==> src/rtl/spi_responder_pkg.sv <==
// spi_responder_pkg
//   Shared constants and types for the SPI mode-0 responder.
//   SPI_IDLE_DEFAULT : byte shifted out when nothing is pending at a load point
//   SPI_BITCNT_W     : width of the bit-within-byte counter (wraps every 8 bits)
//   spi_byte_t       : one serial byte
//   tx_action_e      : what the tx shift register does on a given cycle
package spi_responder_pkg;

  localparam logic [7:0] SPI_IDLE_DEFAULT = 8'hFF;
  localparam int         SPI_BITCNT_W     = 3;

  typedef logic [7:0] spi_byte_t;

  typedef enum logic [1:0] {
    TX_HOLD,   // keep current contents
    TX_SHIFT,  // move next bit to the MSB
    TX_LOAD,   // byte slot boundary: take pending byte or the idle byte
    TX_IDLE    // transfer aborted: park on the idle byte
  } tx_action_e;

endpackage

==> src/rtl/spi_responder_if.sv <==
// spi_responder_if
//   Bundles the SPI pins and the local host-side byte port of the responder.
//   SPI side : spi_cs_n, spi_clk, spi_di (into responder), spi_do (out)
//   RX side  : rx_data, rx_ready, rx_overrun (out), rx_ack (in)
//   TX side  : tx_data, tx_wr (in), tx_empty, tx_underrun (out)
//   Misc     : flag_clr (in), busy (out)
//   modport slave  - the responder's view
//   modport master - the view of whoever drives the pins and the host port
interface spi_responder_if;
  import spi_responder_pkg::*;

  logic      spi_cs_n;
  logic      spi_clk;
  logic      spi_di;
  logic      spi_do;
  spi_byte_t rx_data;
  logic      rx_ready;
  logic      rx_ack;
  logic      rx_overrun;
  spi_byte_t tx_data;
  logic      tx_wr;
  logic      tx_empty;
  logic      tx_underrun;
  logic      flag_clr;
  logic      busy;

  modport slave (
    input  spi_cs_n, spi_clk, spi_di, rx_ack, tx_data, tx_wr, flag_clr,
    output spi_do, rx_data, rx_ready, rx_overrun, tx_empty, tx_underrun, busy
  );

  modport master (
    output spi_cs_n, spi_clk, spi_di, rx_ack, tx_data, tx_wr, flag_clr,
    input  spi_do, rx_data, rx_ready, rx_overrun, tx_empty, tx_underrun, busy
  );

endinterface

==> src/rtl/spi_sync_edge.sv <==
// spi_sync_edge
//   Brings an asynchronous pin into the clk domain through STAGES flops and
//   produces registered one-cycle rise/fall pulses.
//   clk, rst_n : clock, synchronous active-low reset
//   din        : asynchronous input pin
//   level      : synchronised level (last stage of the chain)
//   rise, fall : one-cycle pulses, one clk after the level changes
//   The chain resets to RESET_VAL so the pin's idle level produces no edge.
module spi_sync_edge #(
  parameter int   STAGES    = 2,
  parameter logic RESET_VAL = 1'b0
) (
  input  logic clk,
  input  logic rst_n,
  input  logic din,
  output logic level,
  output logic rise,
  output logic fall
);

  logic [STAGES-1:0] chain_q, chain_d;
  logic              prev_q;
  logic              rise_q, rise_d;
  logic              fall_q, fall_d;

  for (genvar gi = 0; gi < STAGES; gi++) begin : g_chain
    if (gi == 0) begin : g_first
      assign chain_d[gi] = din;
    end else begin : g_rest
      assign chain_d[gi] = chain_q[gi-1];
    end
  end

  always_comb begin
    rise_d = 1'b0;
    fall_d = 1'b0;
    rise_d = chain_q[STAGES-1] & ~prev_q;
    fall_d = ~chain_q[STAGES-1] & prev_q;
  end

  always_ff @(posedge clk) begin
    if (!rst_n) begin
      chain_q <= {STAGES{RESET_VAL}};
      prev_q  <= RESET_VAL;
      rise_q  <= 1'b0;
      fall_q  <= 1'b0;
    end else begin
      chain_q <= chain_d;
      prev_q  <= chain_q[STAGES-1];
      rise_q  <= rise_d;
      fall_q  <= fall_d;
    end
  end

  assign level = chain_q[STAGES-1];
  assign rise  = rise_q;
  assign fall  = fall_q;

endmodule

==> src/rtl/spi_responder.sv <==
// spi_responder
//   SPI mode-0 target. Oversamples the SPI pins in the clk domain,
//   deserialises MOSI bytes into rx_data and serialises one tx byte per slot.
//   clk   : local clock; half SPI period must be >= SYNC_STAGES+3 clk periods
//   rst_n : synchronous active-low reset
//   bus   : spi_responder_if.slave (SPI pins + host byte port)
//   spi_do is registered from the MSB of the tx shifter and never tristated.
module spi_responder
  import spi_responder_pkg::*;
#(
  parameter int        SYNC_STAGES = 2,
  parameter spi_byte_t IDLE_BYTE   = SPI_IDLE_DEFAULT
) (
  input  logic           clk,
  input  logic           rst_n,
  spi_responder_if.slave bus
);

  // Edge detection of the pins
  logic cs_level, cs_rise, cs_fall;
  logic sck_level_unused, sck_rise, sck_fall;

  spi_sync_edge #(.STAGES(SYNC_STAGES), .RESET_VAL(1'b1)) u_cs_sync (
    .clk   (clk),
    .rst_n (rst_n),
    .din   (bus.spi_cs_n),
    .level (cs_level),
    .rise  (cs_rise),
    .fall  (cs_fall)
  );

  spi_sync_edge #(.STAGES(SYNC_STAGES), .RESET_VAL(1'b0)) u_sck_sync (
    .clk   (clk),
    .rst_n (rst_n),
    .din   (bus.spi_clk),
    .level (sck_level_unused),
    .rise  (sck_rise),
    .fall  (sck_fall)
  );

  // MOSI gets one extra stage so that, when the registered sck_rise pulse is
  // acted on, the last stage holds the value sampled alongside the sck edge.
  logic [SYNC_STAGES:0] di_chain_q, di_chain_d;
  logic                 di_sync;

  for (genvar gi = 0; gi <= SYNC_STAGES; gi++) begin : g_di
    if (gi == 0) begin : g_first
      assign di_chain_d[gi] = bus.spi_di;
    end else begin : g_rest
      assign di_chain_d[gi] = di_chain_q[gi-1];
    end
  end

  assign di_sync = di_chain_q[SYNC_STAGES];

  // State
  logic [SPI_BITCNT_W-1:0] bitcnt_q, bitcnt_d;
  spi_byte_t               rx_shift_q, rx_shift_d;
  spi_byte_t               rx_data_q, rx_data_d;
  logic                    rx_ready_q, rx_ready_d;
  logic                    rx_overrun_q, rx_overrun_d;
  spi_byte_t               tx_shift_q, tx_shift_d;
  spi_byte_t               tx_buf_q, tx_buf_d;
  logic                    tx_pending_q, tx_pending_d;
  logic                    tx_underrun_q, tx_underrun_d;

  tx_action_e tx_act;
  logic       byte_done;
  spi_byte_t  rx_byte;

  always_comb begin
    bitcnt_d      = bitcnt_q;
    rx_shift_d    = rx_shift_q;
    rx_data_d     = rx_data_q;
    rx_ready_d    = rx_ready_q;
    rx_overrun_d  = rx_overrun_q;
    tx_shift_d    = tx_shift_q;
    tx_buf_d      = tx_buf_q;
    tx_pending_d  = tx_pending_q;
    tx_underrun_d = tx_underrun_q;
    tx_act        = TX_HOLD;
    byte_done     = 1'b0;
    rx_byte       = {rx_shift_q[6:0], di_sync};

    // Framing: cs edges take priority; sck edges only count inside a frame.
    if (cs_rise) begin
      bitcnt_d   = '0;
      rx_shift_d = '0;
      tx_act     = TX_IDLE;
    end else if (cs_fall) begin
      bitcnt_d = '0;
      tx_act   = TX_LOAD;
    end else if (!cs_level) begin
      if (sck_rise) begin
        rx_shift_d = rx_byte;
        bitcnt_d   = bitcnt_q + 1'b1;
        byte_done  = (bitcnt_q == '1);
      end else if (sck_fall) begin
        // bitcnt back at zero means the previous byte just finished
        tx_act = (bitcnt_q == '0) ? TX_LOAD : TX_SHIFT;
      end
    end

    // Clear first so a flag set in the same cycle survives.
    if (bus.flag_clr) begin
      rx_overrun_d  = 1'b0;
      tx_underrun_d = 1'b0;
    end

    if (bus.rx_ack && rx_ready_q) begin
      rx_ready_d = 1'b0;
    end

    if (byte_done) begin
      rx_data_d  = rx_byte;
      rx_ready_d = 1'b1;
      // An ack landing with the new byte consumed the old one: no overrun.
      if (rx_ready_q && !bus.rx_ack) begin
        rx_overrun_d = 1'b1;
      end
    end

    unique case (tx_act)
      TX_SHIFT: tx_shift_d = {tx_shift_q[6:0], 1'b0};
      TX_IDLE:  tx_shift_d = IDLE_BYTE;
      TX_LOAD: begin
        if (tx_pending_q) begin
          tx_shift_d   = tx_buf_q;
          tx_pending_d = 1'b0;
        end else begin
          tx_shift_d    = IDLE_BYTE;
          tx_underrun_d = 1'b1;
        end
      end
      default: ;
    endcase

    // Applied after the load so a coincident load sees the pre-write buffer
    // and the new byte waits for the next slot.
    if (bus.tx_wr) begin
      tx_buf_d     = bus.tx_data;
      tx_pending_d = 1'b1;
    end
  end

  always_ff @(posedge clk) begin
    if (!rst_n) begin
      di_chain_q    <= '0;
      bitcnt_q      <= '0;
      rx_shift_q    <= '0;
      rx_data_q     <= '0;
      rx_ready_q    <= 1'b0;
      rx_overrun_q  <= 1'b0;
      tx_shift_q    <= IDLE_BYTE;
      tx_buf_q      <= '0;
      tx_pending_q  <= 1'b0;
      tx_underrun_q <= 1'b0;
    end else begin
      di_chain_q    <= di_chain_d;
      bitcnt_q      <= bitcnt_d;
      rx_shift_q    <= rx_shift_d;
      rx_data_q     <= rx_data_d;
      rx_ready_q    <= rx_ready_d;
      rx_overrun_q  <= rx_overrun_d;
      tx_shift_q    <= tx_shift_d;
      tx_buf_q      <= tx_buf_d;
      tx_pending_q  <= tx_pending_d;
      tx_underrun_q <= tx_underrun_d;
    end
  end

  assign bus.spi_do      = tx_shift_q[7];
  assign bus.rx_data     = rx_data_q;
  assign bus.rx_ready    = rx_ready_q;
  assign bus.rx_overrun  = rx_overrun_q;
  assign bus.tx_empty    = ~tx_pending_q;
  assign bus.tx_underrun = tx_underrun_q;
  assign bus.busy        = ~cs_level;

endmodule

==> src/flat_wrapper.sv <==
// flat-port wrapper written by rule: the top's interface ports become plain ports
module spi_responder_flat import spi_responder_pkg::*;
#(
  parameter int        SYNC_STAGES = 2,
  parameter spi_byte_t IDLE_BYTE   = SPI_IDLE_DEFAULT
)
  (clk, rst_n, bus_spi_cs_n, bus_spi_clk, bus_spi_di, bus_rx_ack, bus_tx_data, bus_tx_wr, bus_flag_clr, bus_spi_do, bus_rx_data, bus_rx_ready, bus_rx_overrun, bus_tx_empty, bus_tx_underrun, bus_busy);
  spi_responder_if bus_i ();
  input  logic clk;
  input  logic rst_n;
  input wire logic [$bits(bus_i.spi_cs_n)-1:0] bus_spi_cs_n;
  input wire logic [$bits(bus_i.spi_clk)-1:0] bus_spi_clk;
  input wire logic [$bits(bus_i.spi_di)-1:0] bus_spi_di;
  input wire logic [$bits(bus_i.rx_ack)-1:0] bus_rx_ack;
  input wire logic [$bits(bus_i.tx_data)-1:0] bus_tx_data;
  input wire logic [$bits(bus_i.tx_wr)-1:0] bus_tx_wr;
  input wire logic [$bits(bus_i.flag_clr)-1:0] bus_flag_clr;
  output wire logic [$bits(bus_i.spi_do)-1:0] bus_spi_do;
  output wire logic [$bits(bus_i.rx_data)-1:0] bus_rx_data;
  output wire logic [$bits(bus_i.rx_ready)-1:0] bus_rx_ready;
  output wire logic [$bits(bus_i.rx_overrun)-1:0] bus_rx_overrun;
  output wire logic [$bits(bus_i.tx_empty)-1:0] bus_tx_empty;
  output wire logic [$bits(bus_i.tx_underrun)-1:0] bus_tx_underrun;
  output wire logic [$bits(bus_i.busy)-1:0] bus_busy;
  assign bus_i.spi_cs_n = bus_spi_cs_n;
  assign bus_i.spi_clk = bus_spi_clk;
  assign bus_i.spi_di = bus_spi_di;
  assign bus_i.rx_ack = bus_rx_ack;
  assign bus_i.tx_data = bus_tx_data;
  assign bus_i.tx_wr = bus_tx_wr;
  assign bus_i.flag_clr = bus_flag_clr;
  assign bus_spi_do = bus_i.spi_do;
  assign bus_rx_data = bus_i.rx_data;
  assign bus_rx_ready = bus_i.rx_ready;
  assign bus_rx_overrun = bus_i.rx_overrun;
  assign bus_tx_empty = bus_i.tx_empty;
  assign bus_tx_underrun = bus_i.tx_underrun;
  assign bus_busy = bus_i.busy;
  spi_responder #(.SYNC_STAGES(SYNC_STAGES), .IDLE_BYTE(IDLE_BYTE)) u_core (.clk(clk), .rst_n(rst_n), .bus(bus_i));
endmodule
==> config.mk <==
export PLATFORM = sky130hd
export DESIGN_NAME = spi_responder_flat
export DESIGN_NICKNAME = d
export VERILOG_FILES = /design/src/rtl/spi_responder_pkg.sv /design/src/rtl/spi_responder_if.sv /design/src/rtl/spi_sync_edge.sv /design/src/rtl/spi_responder.sv /design/src/flat_wrapper.sv
export SDC_FILE = /design/constraint.sdc
export NUM_CORES = 1
export LEC_CHECK = 0
export ABC_AREA = 0
export ABC_CLOCK_PERIOD_IN_PS = 3650
export BUFFER_PORTS_ARGS = -buffer_cell sky130_fd_sc_hd__clkbuf_2
export CAP_MARGIN = 20
export CORE_MARGIN = 1
export CORE_UTILIZATION = 39
export CTS_BUF_LIST = sky130_fd_sc_hd__clkbuf_8
export CTS_CLUSTER_SIZE = 14
export DETAILED_ROUTE_END_ITERATION = 10
export GPL_ROUTABILITY_DRIVEN = 0
export HOLD_SLACK_MARGIN = 0.02
export SETUP_SLACK_MARGIN = 0.4
export SKIP_CTS_REPAIR_TIMING = 1
export SYNTH_ARGS = -nofsm -noshare
export SYNTH_HDL_FRONTEND = slang
export SYNTH_SLANG_ARGS = --single-unit
==> constraint.sdc <==
create_clock -name clk -period 3.65 [get_ports clk]
set_clock_uncertainty 0.05 [all_clocks]
set_input_delay 0.1825 -clock clk [delete_from_list [all_inputs] [get_ports clk]]
set_output_delay 0.1825 -clock clk [all_outputs]
set_load 0.005 [all_outputs]
* After elaboration in Yosys (flattened, before gate mapping)
Index checks and enable logic that the tools add are counted.
** Cells by class
- Add/sub/neg operators :: 1
- Multiply operators :: 0
- Divide/modulo/power cells :: 0
- Magnitude comparators :: 0
- Eq/ne operators :: 4
- Shifts and indexed selects :: 0
- Mux-type cells :: 22
- Bitwise logic cells :: 11
- Reductions and logical operators :: 11
** Operator list (count)
- $pmux 8 s3 :: 1
- $mux 1 :: 14
- $mux 2 :: 6
- $mux 8 :: 1
- $not 1->1 :: 7
- $and 1x1->1 :: 4
- $eq 2x2->1 const B :: 2
- $reduce_bool 2->1 :: 2
- $add 3x1->3 const B :: 1
- $eq 3x3->1 const B :: 1
- $logic_not 3->1 :: 1
- $reduce_and 3->1 :: 1
- $reduce_bool 3->1 :: 1
- $reduce_or 3->1 :: 1
- $eq 2x1->1 const B :: 1
- $logic_and 1x1->1 :: 2
- $reduce_and 2->1 :: 1
- $reduce_or 2->1 :: 1
- $logic_not 1->1 :: 1
** Word-level totals
- Bits in registers :: 51
- Latch bits :: 0
- Memory bits (writable) :: 0
- Memory bits (read-only) :: 0
- Bits of input ports :: 16
- Output and inout port bits :: 14
- Word-level logic and storage cells :: 67
- Memories kept :: 0

* Logic depth before layout (Yosys ltp)
Gate-level depths: netlist of the first run.
- Depth in word-level cells :: 10
- Depth in mapped cells :: 5
- Mapped depth without buffers :: 5

* Modules after synthesis
From an unflattened synthesis of the first run, not the netlist that was laid out.
** Second synthesis, totals
- Cells, all modules :: 190
- Area total of the unflattened synthesis :: 1960.6 µm²
** Modules (own cells, without submodules)
- spi_responder :: times used 1, cells an instance 170, area each 1684.1 µm², seq. area each 820.8 µm²
- spi_sync_edge (u_core.u_sck_sync) :: times used 1, cells an instance 10, area each 140.1 µm², seq. area each 100.1 µm²
- spi_sync_edge (u_core.u_cs_sync) :: times used 1, cells an instance 10, area each 136.4 µm², seq. area each 100.1 µm²

* Worst setup path after synthesis of the first run
OpenSTA, ideal clock, no wires.
- Path kind :: reg2reg
- Start point :: register u_core.u_cs_sync.chain_q[1]
- End point :: register u_core.tx_shift_q[1]
- Setup time :: 122 ps
- Arrival time :: 1316 ps
- Required time :: 3478 ps
- Path slack :: 2162 ps
- Stages on the path, launching flop included :: 5
- Buffers on the path :: 1
- Clock period less this slack :: 1488 ps
- Cells stage by stage :: dfxtp_1 or3b_4 buf_6 a31o_1 a221o_1
** On the way
- Cells in the longest elaborated chain, start to end :: 5
- Elaborated cells between the ends (all ways) :: 8
- Classes of those cells :: 3 x eq/ne; 4 x mux; 1 x reduce/logical
** Ends and longest elaborated chain
- start, declared :: line spi_sync_edge.sv:21 : logic [STAGES-1:0] chain_q, chain_d;
- start signal, assigned :: line spi_sync_edge.sv:43 : chain_q <= {STAGES{RESET_VAL}};
- start signal, assigned :: line spi_sync_edge.sv:48 : chain_q <= chain_d;
- $mux 2 (*) :: line spi_responder.sv:93 : end else if (!cs_level) begin
- $mux 2 (*) :: line spi_responder.sv:90 : end else if (cs_fall) begin
- $mux 2 (*) :: line spi_responder.sv:86 : if (cs_rise) begin
- $eq 2x2->1 or $eq 2x1->1 (tied branches) :: line spi_responder.sv:123 : unique case (tx_act)
- $pmux 8 s3 or $reduce_bool 3->1 (tied branches)
- end signal, assigned :: line spi_responder.sv:165 : tx_shift_q <= tx_shift_d;
- end, declared :: line spi_responder.sv:62 : spi_byte_t tx_shift_q, tx_shift_d;
Mark *: on every way between the ends. The rest lies on a longest branch, timed or not.
A chain may end at the register's enable or synchronous reset.

* Worst setup path in the final report of the first run
- Start point :: register u_core.u_cs_sync.fall_q, in the netlist u_core.u_cs_sync.fall
- End point :: register u_core.rx_overrun_q, in the netlist u_core.bus.rx_overrun
** On the way
- Cells in the longest elaborated chain, start to end :: 3
** Ends and longest elaborated chain
- start, declared :: line spi_sync_edge.sv:24 : logic fall_q, fall_d;
- start signal, assigned :: line spi_sync_edge.sv:51 : fall_q <= fall_d;
- $mux 1 :: line spi_responder.sv:90
- $mux 1 :: line spi_responder.sv:86
- $mux 1 :: line spi_responder.sv:114 : if (byte_done) begin
- end signal, assigned :: line spi_responder.sv:164 : rx_overrun_q <= rx_overrun_d;
- end, declared :: line spi_responder.sv:61 : logic rx_overrun_q, rx_overrun_d;
No other way between the ends.

==> impl_metrics.toml, run 1 <==
[sta]
rsz0062_at_grt = "false"
finalCritPeriodShare_pct = 46.5
whs_ps = 40.1
finalCriticalPeriod_ps = 1700
setup_viol = 0
timing.fmax_mhz = 589
worst_pin_slew_ps = 927
finalSetupTns_ps = 0
slew_violations = 0
hold_viol_final = 0
relSlewSlack_pct = 38.1

[place]
place_hpwl_mm = 2.44
portBuffers = 29
place_inst = 282
place_area_um2 = 2140

[cts]
cts_sinks = 51
cts_tree = "done"
htreeDepth = 2
cts_buffers = 5
cts.clk_slew.worst_paths_ps = 90
clock_latency_ps = 290
clockRootBuffer = "clkbuf_8"
cts.path.max_buffers = 2

[route]
drt-vias-per-instance = 4.88
drt_iter0_markers = 69
post-route-drc-count = 0
wl_per_cell_um = 12.0
wirelength_mm = 3.49
antenna_violating_nets_post_route = 0
dr_total_vias = 1419
drt-pass1-iter-count = 4

[yosys]
muxShareOfSynthArea_pct = 8.67
netlist_area_um2 = 1960
synth-simple-area-share_pct = 18.5
syn_inst = 197
synthXorXnorAreaFrac_pct = 0.446
synth_area_per_cell_um2 = 9.97
synth-seq-area-share_pct = 52.0
ys_warn_count = 0
synth_top_family_by_area = "simple AND/OR/NAND/NOR gates"
mappedNetlistNets = 216
synth-compound-area-share_pct = 14.1
synthAdderAreaFrac_pct = 1.91
synth_cell_types = 33
synth-seq-cells = 51

[setup_path]
crit_start = "u_core.u_cs_sync.fall"
r2r_setup_slack_ps = 1950
start_kind = "register"
rr_endpoint = "u_core.bus.rx_overrun"
worstSetupEndpoint = "u_core.bus.rx_overrun"
critPathRequiredTime_ps = 3820
critical_path_class = "register to register"
cp_max_fo = 10
cp.arrival_ps = 1870
ff2ff_path_depth = 3
critPathCaptureType = "register"
timing.rr.start = "u_core.u_cs_sync.fall"

[floorplanning]
core.rowCount = 25
die_h_um = 73.0
io_pins = 30
start_util_pct = 41.0
core-area_um2 = 4790
dieArea_um2 = 5320
die_x_um = 73.0

[status]
status = "finished, final reports clean"

[min_path]
hp-class = "input pin to register"

[pwr]
power.leakage_nw = 0.913
power_mw = 0.965
max-vdd-ir-drop_mv = 0.210
powerDensity_nw_per_um2 = 429

[finish]
final_cells = 291
antenna_cells = 0
nets = 242
drive_above_1_share_pct = 18.3
area_growth_pct = 14.6
design_area_um2 = 2250

[grt]
grt_pass1_wl_mm = 5.93
grt_max_degree = 22
grt-ovfl-total = 0
antenna_found_initial = 0
grt_pass1_vias = 1287
track_usage_pct = 14.7

[job]
drv_cap = 0
-- power breakdown --
group          switching [mW]  internal [mW]  total (mW)  leakage [nW]
registers              0.0101          0.572       0.582         0.416
logic                  0.0286         0.0276      0.0562         0.444
clock network           0.174          0.153       0.326        0.0526
total                   0.213          0.752       0.965         0.913
-- stage by stage --
step                      setup WS, ps  utilization [%]
final                             1950             47.0
after floorplan                   2160                -
after global routing              1820             47.0
after global placement            2020             44.8
after CTS                         1960             46.8
after detailed placement          1980             44.8
-- logic make-up (layout without fill, tap and decap cells) --
family,after synthesis,after routing
AOI/OAI and AO/OA,39,39
xor gates and xnor gates,1,1
adders and majority gates,3,3
buffers and inverters,20,47
DFF,51,51
muxes,17,17
and+or+nand+nor,66,66
-- registers in the layout, indices dropped and copies added (netlist names), 2 cells and up --
| name | cells |
|---|---|
| u_core.rx_shift_q | 7 |
| u_core.u_sck_sync.chain_q | 2 |
| u_core.bitcnt_q | 3 |
| u_core.u_cs_sync.chain_q | 2 |
| u_core.tx_shift_q | 8 |
| u_core.di_chain_q | 3 |
| u_core.bus.rx_data | 8 |
| u_core.tx_buf_q | 8 |
-- worst min path at each step --
stage | cells past startpoint | end | from
global placement | 2 | u_core.u_cs_sync.chain_q[0] | bus_spi_cs_n
finish | 2 | u_core.di_chain_q[0] | bus_spi_di
global route | 2 | u_core.u_sck_sync.chain_q[0] | bus_spi_clk
detailed placement | 2 | u_core.u_cs_sync.chain_q[0] | bus_spi_cs_n
floorplan | 1 | u_core.u_cs_sync.chain_q[0] | rst_n
CTS | 2 | u_core.u_cs_sync.chain_q[0] | bus_spi_cs_n
-- critical path, cell delays in order, from the launching register on --
cell and delay [ps]:
dfxtp_1 400, nor4b_2 850, a32oi_1 210, nor2_1 110
-- layer usage --
layer / up-vias / part of all wire, % / track usage [%]
met5: - / 0 / 0
met3: 2 / 4.6 / 4.28
li1: 738 / - / -
met2: 31 / 42 / 21.7
met1: 648 / 52 / 20.4
met4: 0 / 0.77 / 5.23
-- cell usage in the layout, fill, tap and decap left out, drive strengths merged, types with 4 or more instances in the layout --
master  count
a21oi       9
a221o       7
a31o        7
and2        6
clkbuf     35
dfxtp      51
inv         9
mux2i      17
nand2b     11
nand3       8
nor2       23
nor2b       4
o21ai      11
-- cell type report --
cell class                 count  area [um2]
fill                         472        2540
tap                           67        83.8
clock inverter                 2        12.5
inverter                       8        30.0
sequential                    51        1020
multi-input combinational    126         857
clock buffer                   6        82.6
timing repair buffer          31         163
-- Yosys cell counts (all sizes together) --
master / count / area share [%]
or4b: 1 / 0.51
dfxtp: 51 / 52
a211o: 1 / 0.45
nor2: 23 / 4.4
a32oi: 1 / 0.45
ha: 3 / 1.9
and2: 6 / 1.9
nand2: 2 / 0.38
nor3b: 3 / 1.1
clkbuf: 8 / 1.5
nand2b: 11 / 3.5
xnor2: 1 / 0.45
or3: 1 / 0.32
nor4b: 1 / 0.76
nor2b: 4 / 1.3
inv: 8 / 1.5
mux2i: 17 / 8.7
buf: 4 / 1.3
o31ai: 1 / 0.38
a21oi: 9 / 2.3
and3: 3 / 0.96
a41o: 1 / 0.51
nand3: 8 / 2.0
a221o: 7 / 3.6
or3b: 1 / 0.57
o21ai: 11 / 3.0
a31o: 7 / 3.1
a31oi: 1 / 0.32
nor3: 2 / 0.76
Power figures use the tool's default switching activity.
==> run 2, diff against run 1 <==
--- a/config.mk
+++ b/config.mk
@@ -5,8 +5,8 @@
 export SDC_FILE = /design/constraint.sdc
 export NUM_CORES = 1
 export LEC_CHECK = 0
-export ABC_AREA = 0
-export ABC_CLOCK_PERIOD_IN_PS = 3650
+export ABC_AREA = 1
+export ABC_CLOCK_PERIOD_IN_PS = 1550
 export BUFFER_PORTS_ARGS = -buffer_cell sky130_fd_sc_hd__clkbuf_2
 export CAP_MARGIN = 20
 export CORE_MARGIN = 1
==> constraint.sdc (replaced) <==
create_clock -name clk -period 1.55 [get_ports clk]
set_clock_uncertainty 0.05 [all_clocks]
set_input_delay 0.0775 -clock clk [delete_from_list [all_inputs] [get_ports clk]]
set_output_delay 0.0775 -clock clk [all_outputs]
set_load 0.005 [all_outputs]
==> impl_metrics.toml, run 2 <==
[setup_path]
r2r_setup_slack_ps = 220
critical_path_class = "register to register"
ff2ff_path_depth = 9
critPathCaptureType = "register"
critPathRequiredTime_ps = 1700
cp.arrival_ps = 1480
cp_max_fo = 8
start_kind = "register"

[finish]
nets = 307
area_growth_pct = 30.2
fill_cells = 475
drive_above_1_share_pct = 29.1
multi_input_area_um2 = 895
seq_area_um2 = 1020
antenna_cells = 0
design_area_um2 = 2510
postLayoutCoreUtil_pct = 52.8
final_cell_mix = "dfxtp_1, nor2_1, clkbuf_2"
final_common_cell = "dfxtp_1"

[route]
wl_per_cell_um = 10.8
drt-pass1-iter-count = 4
dr_total_vias = 1605
drt_iter0_markers = 109
wirelength_mm = 3.86
antenna_violating_nets_post_route = 0
post-route-drc-count = 0
drt-vias-per-instance = 4.51

[sta]
setup_viol = 0
finalCriticalPeriod_ps = 1330
finalCritPeriodShare_pct = 85.9
hold_viol_final = 0
relSlewSlack_pct = 77.0
timing.fmax_mhz = 751
rsz0062_at_grt = "true"
slew_violations = 0
finalSetupTns_ps = 0
worst_pin_slew_ps = 344

[floorplanning]
start_util_pct = 40.6
die_h_um = 72.3
die_x_um = 72.3
core-area_um2 = 4750
core.rowCount = 25
dieArea_um2 = 5230
io_pins = 30

[yosys]
async_flop_share_pct = 0
synth_edf_count = 0
synth-seq-cells = 51
netlist_area_um2 = 1930
synthTopCellsByCount = "dfxtp_1, nor2_1, o21ai_0"
synth.largest_area_cell = "dfxtp_1"
synth-seq-area-share_pct = 53.0
netlist.area_leader.share_pct = 53.0
syn_inst = 236
mappedNetlistNets = 255
synth_cell_types = 26
synth.most_common_cell = "dfxtp_1"
ys_warn_count = 0
synth_area_per_cell_um2 = 8.17
yosys_most_used_dff = "dfxtp_1"
synth.area.top_cells = "dfxtp_1, nor2_1, o21ai_0"

[cts]
cts_sinks = 51
clockRootBuffer = "clkbuf_8"
cts_tree = "done"
cts.path.max_buffers = 2
clock_latency_ps = 300
cts_buffers = 5
cts.clk_slew.worst_paths_ps = 80
htreeDepth = 2

[grt]
antenna_found_initial = 0
grt_pass1_wl_mm = 5.89
grt-ovfl-total = 0
grt_max_degree = 27
grt_pass1_vias = 1356
track_usage_pct = 14.6

[status]
status = "finished, final reports clean"

[place]
portBuffers = 29
place_hpwl_mm = 2.41
place_area_um2 = 2160

[pwr]
switching_power_mw = 0.541
swShare_pct = 22.6
sequentialPowerShare_pct = 57.5
power_mw = 2.39
powerDensity_nw_per_um2 = 953
comb_power_share_pct = 8.6
p_int_mw = 1.85
power.leakage_nw = 1.16
p_clk_share_pct = 33.9
max-vdd-ir-drop_mv = 0.498

[job]
drv_cap = 0

[min_path]
hp-class = "input pin to register"
whs_path_depth = 3
run 2: cell types whose count changed in the layout (fill, tap and decap cells not counted), moves of 6 or more:
cell,previous run,this run
nand2_1,2,28
mux2i_1,17,0
dlygate4sd3_1,1,13
nand2b_1,11,0
or2_2,0,9
and2_1,6,0
o21ai_0,10,27
inv_2,0,6
nor2_1,23,45
a31o_1,7,0
a221o_1,7,0
run 2: through the flow:
stage                     hold slack, ps  cells  worst slack (ps)
after floorplan                      125    236               313
after global placement               215    328               199
after detailed placement             215    328               140
after CTS                          -98.9    336               139
after global routing                 139    356               144
final                                115    356               219
run 2: area by class of cell:
type / count / area share [%]
clock buffers: 7 / 3.84
clock inverters: 1 / 0.149
inverters: 23 / 3.84
multi-input cells: 160 / 35.6
flip-flops and latches: 51 / 40.8
well taps: 67 / 3.34
repair buffers: 47 / 12.5
run 2: layer usage:
| layer | track usage (%) | part of all wire, % |
|---|---|---|
| met5 | 0 | 0 |
| met4 | 7.84 | 2.0 |
| met3 | 4.03 | 3.8 |
| met2 | 22.4 | 45 |
| met1 | 18.6 | 49 |
run 2: power by group through the flow:
stage	Sequential, mW	Clock, mW	Combinational [mW]
CTS	1.37	0.835	0.163
floorplan	1.40	0	0.115
global placement	1.40	0	0.160
global route	1.38	0.897	0.232
detailed placement	1.40	0	0.161
finish	1.38	0.812	0.205
run 2: path summary, 6_finish.rpt:
path                           startpoint                     end
max                    u_core.bitcnt_q[0]    u_core.tx_shift_q[7]
min                             bus_tx_wr      u_core.tx_buf_q[7]
max reg2reg            u_core.bitcnt_q[0]    u_core.tx_shift_q[7]
min reg2reg  u_core.u_sck_sync.chain_q[1]  u_core.u_sck_sync.fall
run 2: critical path, stage by stage, from the launching register on:
cell	delay (ps)
dfxtp_2	330
inv_2	80
ha_4	150
inv_4	30
nor2_4	80
nand3_4	140
nand2_8	120
nor2_4	60
a21oi_2	130
nand2_1	60
run 2: logic make-up (layout without fill, tap and decap cells):
family / Yosys count / in the layout / share of synthesized area [%]
compound gates: 49 / 49 / 13.3
flops: 51 / 51 / 53.0
fa+ha+maj: 3 / 3 / 1.95
simple gates: 105 / 108 / 25.4
buf+inv: 28 / 78 / 6.42
==> run 3, diff against run 2 <==
--- a/config.mk
+++ b/config.mk
@@ -9,13 +9,13 @@
 export ABC_CLOCK_PERIOD_IN_PS = 1550
 export BUFFER_PORTS_ARGS = -buffer_cell sky130_fd_sc_hd__clkbuf_2
 export CAP_MARGIN = 20
-export CORE_MARGIN = 1
+export CORE_MARGIN = 2
 export CORE_UTILIZATION = 39
-export CTS_BUF_LIST = sky130_fd_sc_hd__clkbuf_8
 export CTS_CLUSTER_SIZE = 14
 export DETAILED_ROUTE_END_ITERATION = 10
 export GPL_ROUTABILITY_DRIVEN = 0
 export HOLD_SLACK_MARGIN = 0.02
+export PLACE_DENSITY = 0.6
 export SETUP_SLACK_MARGIN = 0.4
 export SKIP_CTS_REPAIR_TIMING = 1
 export SYNTH_ARGS = -nofsm -noshare
==> impl_metrics.toml, run 3 (synthesis gave the netlist of run 2 again) <==
[status]
status = "finished, final reports clean"

[pwr]
powerDensity_nw_per_um2 = 991
max-vdd-ir-drop_mv = 0.799
power_mw = 2.51
power.leakage_nw = 1.15

[sta]
timing.fmax_mhz = 740
rsz0062_at_grt = "true"
worst_pin_slew_ps = 450
relSlewSlack_pct = 70.0
setup_viol = 0
finalCriticalPeriod_ps = 1350
hold_viol_final = 0
slew_violations = 0
finalCritPeriodShare_pct = 87.2
finalSetupTns_ps = 0

[floorplanning]
io_pins = 30
core.rowCount = 25
start_util_pct = 40.6
die_h_um = 74.3
die_x_um = 74.3
dieArea_um2 = 5520
core-area_um2 = 4750

[finish]
nets = 307
final_cell_mix = "dfxtp_1, nor2_1, clkbuf_2"
multi_input_area_um2 = 903
final_common_cell = "dfxtp_1"
seq_area_um2 = 1030
drive_above_1_share_pct = 30.1
area_growth_pct = 31.3
fill_cells = 501
design_area_um2 = 2530
antenna_cells = 0

[min_path]
worstHoldStart = "bus_tx_wr"
hp-class = "input pin to register"
whs_path_depth = 3

[setup_path]
timing.rr.start = "u_core.bitcnt_q[1]"
critPathRequiredTime_ps = 1690
crit_start = "u_core.bitcnt_q[1]"
cp.arrival_ps = 1490
crit_path_top_delay_cell = "dfxtp_2"
critPathCaptureType = "register"
critical_path_class = "register to register"
slowest_delay_ps = 330
ff2ff_path_depth = 9
cp_max_fo = 8
start_kind = "register"
cp_cell_sequence = "inv_2 > ha_4 > inv_2 > nor2_4 > nand3_4 > nand2_8 > nor2_4 > a21oi_1 > nand2_1"

[route]
dr_total_vias = 1608
post-route-drc-count = 0
wl_per_cell_um = 10.6
wirelength_mm = 3.78
drt-pass1-iter-count = 4
drt_iter0_markers = 101
antenna_violating_nets_post_route = 0
drt-vias-per-instance = 4.52

[grt]
antenna_found_initial = 0
track_usage_pct = 13.6
grt_max_degree = 27
grt_pass1_wl_mm = 5.89
grt_pass1_vias = 1379
grt-ovfl-total = 0

[cts]
clockRootBuffer = "clkbuf_8"
htreeDepth = 2
cts_sinks = 51
cts_buffers = 5
cts.path.max_buffers = 2
cts.clk_slew.worst_paths_ps = 90
cts_tree = "done"
clock_latency_ps = 290

[place]
place_area_um2 = 2160
place_hpwl_mm = 2.34
portBuffers = 29

[job]
drv_cap = 0
-- run 3: changes by cell type in the layout (fill, tap and decap cells not counted), sizes merged --
| cell | previous run | this run |
|---|---|---|
| clkbuf | 36 | 35 |
| bufinv | 0 | 1 |
| clkinv | 2 | 3 |
| nand3 | 13 | 14 |
| buf | 5 | 4 |
| inv | 22 | 21 |
-- run 3: area by class of cell --
cell class                 instances  area share, %
inverter                          23           3.80
multi-input combinational        161           35.7
timing repair buffer              46           12.1
tap                               67           3.31
sequential                        51           40.5
clock buffer                       6           3.26
clock inverter                     2           1.38
-- run 3: critical path, delay by kind of cell, from the launching register on --
kind | cells | cell delay, ps
compound gates | 1 | 130
fa+ha+maj | 1 | 140
buf+inv | 2 | 110
flops | 1 | 330
simple gates | 5 | 490
-- run 3: per-stage QoR --
stage | instances | hold WS [ps] | worst slack (ps) | util [%]
finish | 356 | 115 | 199 | 53.3
global route | 356 | 125 | 107 | 53.3
CTS | 336 | -93.0 | 151 | 47.9
detailed placement | 328 | 216 | 149 | 45.4
global placement | 328 | 209 | 193 | 45.4
floorplan | 236 | 125 | 313 | -
-- run 3: routing by layer --
metal	track usage, %	share of wire [%]	wire length (um)	vias to the layer above
li1	-	-	-	863
met1	18.0	50	1890	711
met2	22.0	45	1710	32
met3	3.39	4.3	163	2
met4	4.17	0.40	15	0
met5	0	0	0	-
-- run 3: path summary, 6_finish.rpt --
path	slack (ps)	endpoint
hold reg to reg	360	u_core.u_sck_sync.fall
setup reg to reg	200	u_core.tx_shift_q[7]
setup / recovery	200	u_core.tx_shift_q[7]
hold / removal	120	u_core.tx_buf_q[7]
-- run 3: power by group --
part           leakage, nW  total, mW  switching, mW  internal, mW
clock               0.0612      0.934          0.412         0.522
combinational        0.675      0.200          0.106        0.0947
sequential           0.418       1.37         0.0218          1.35
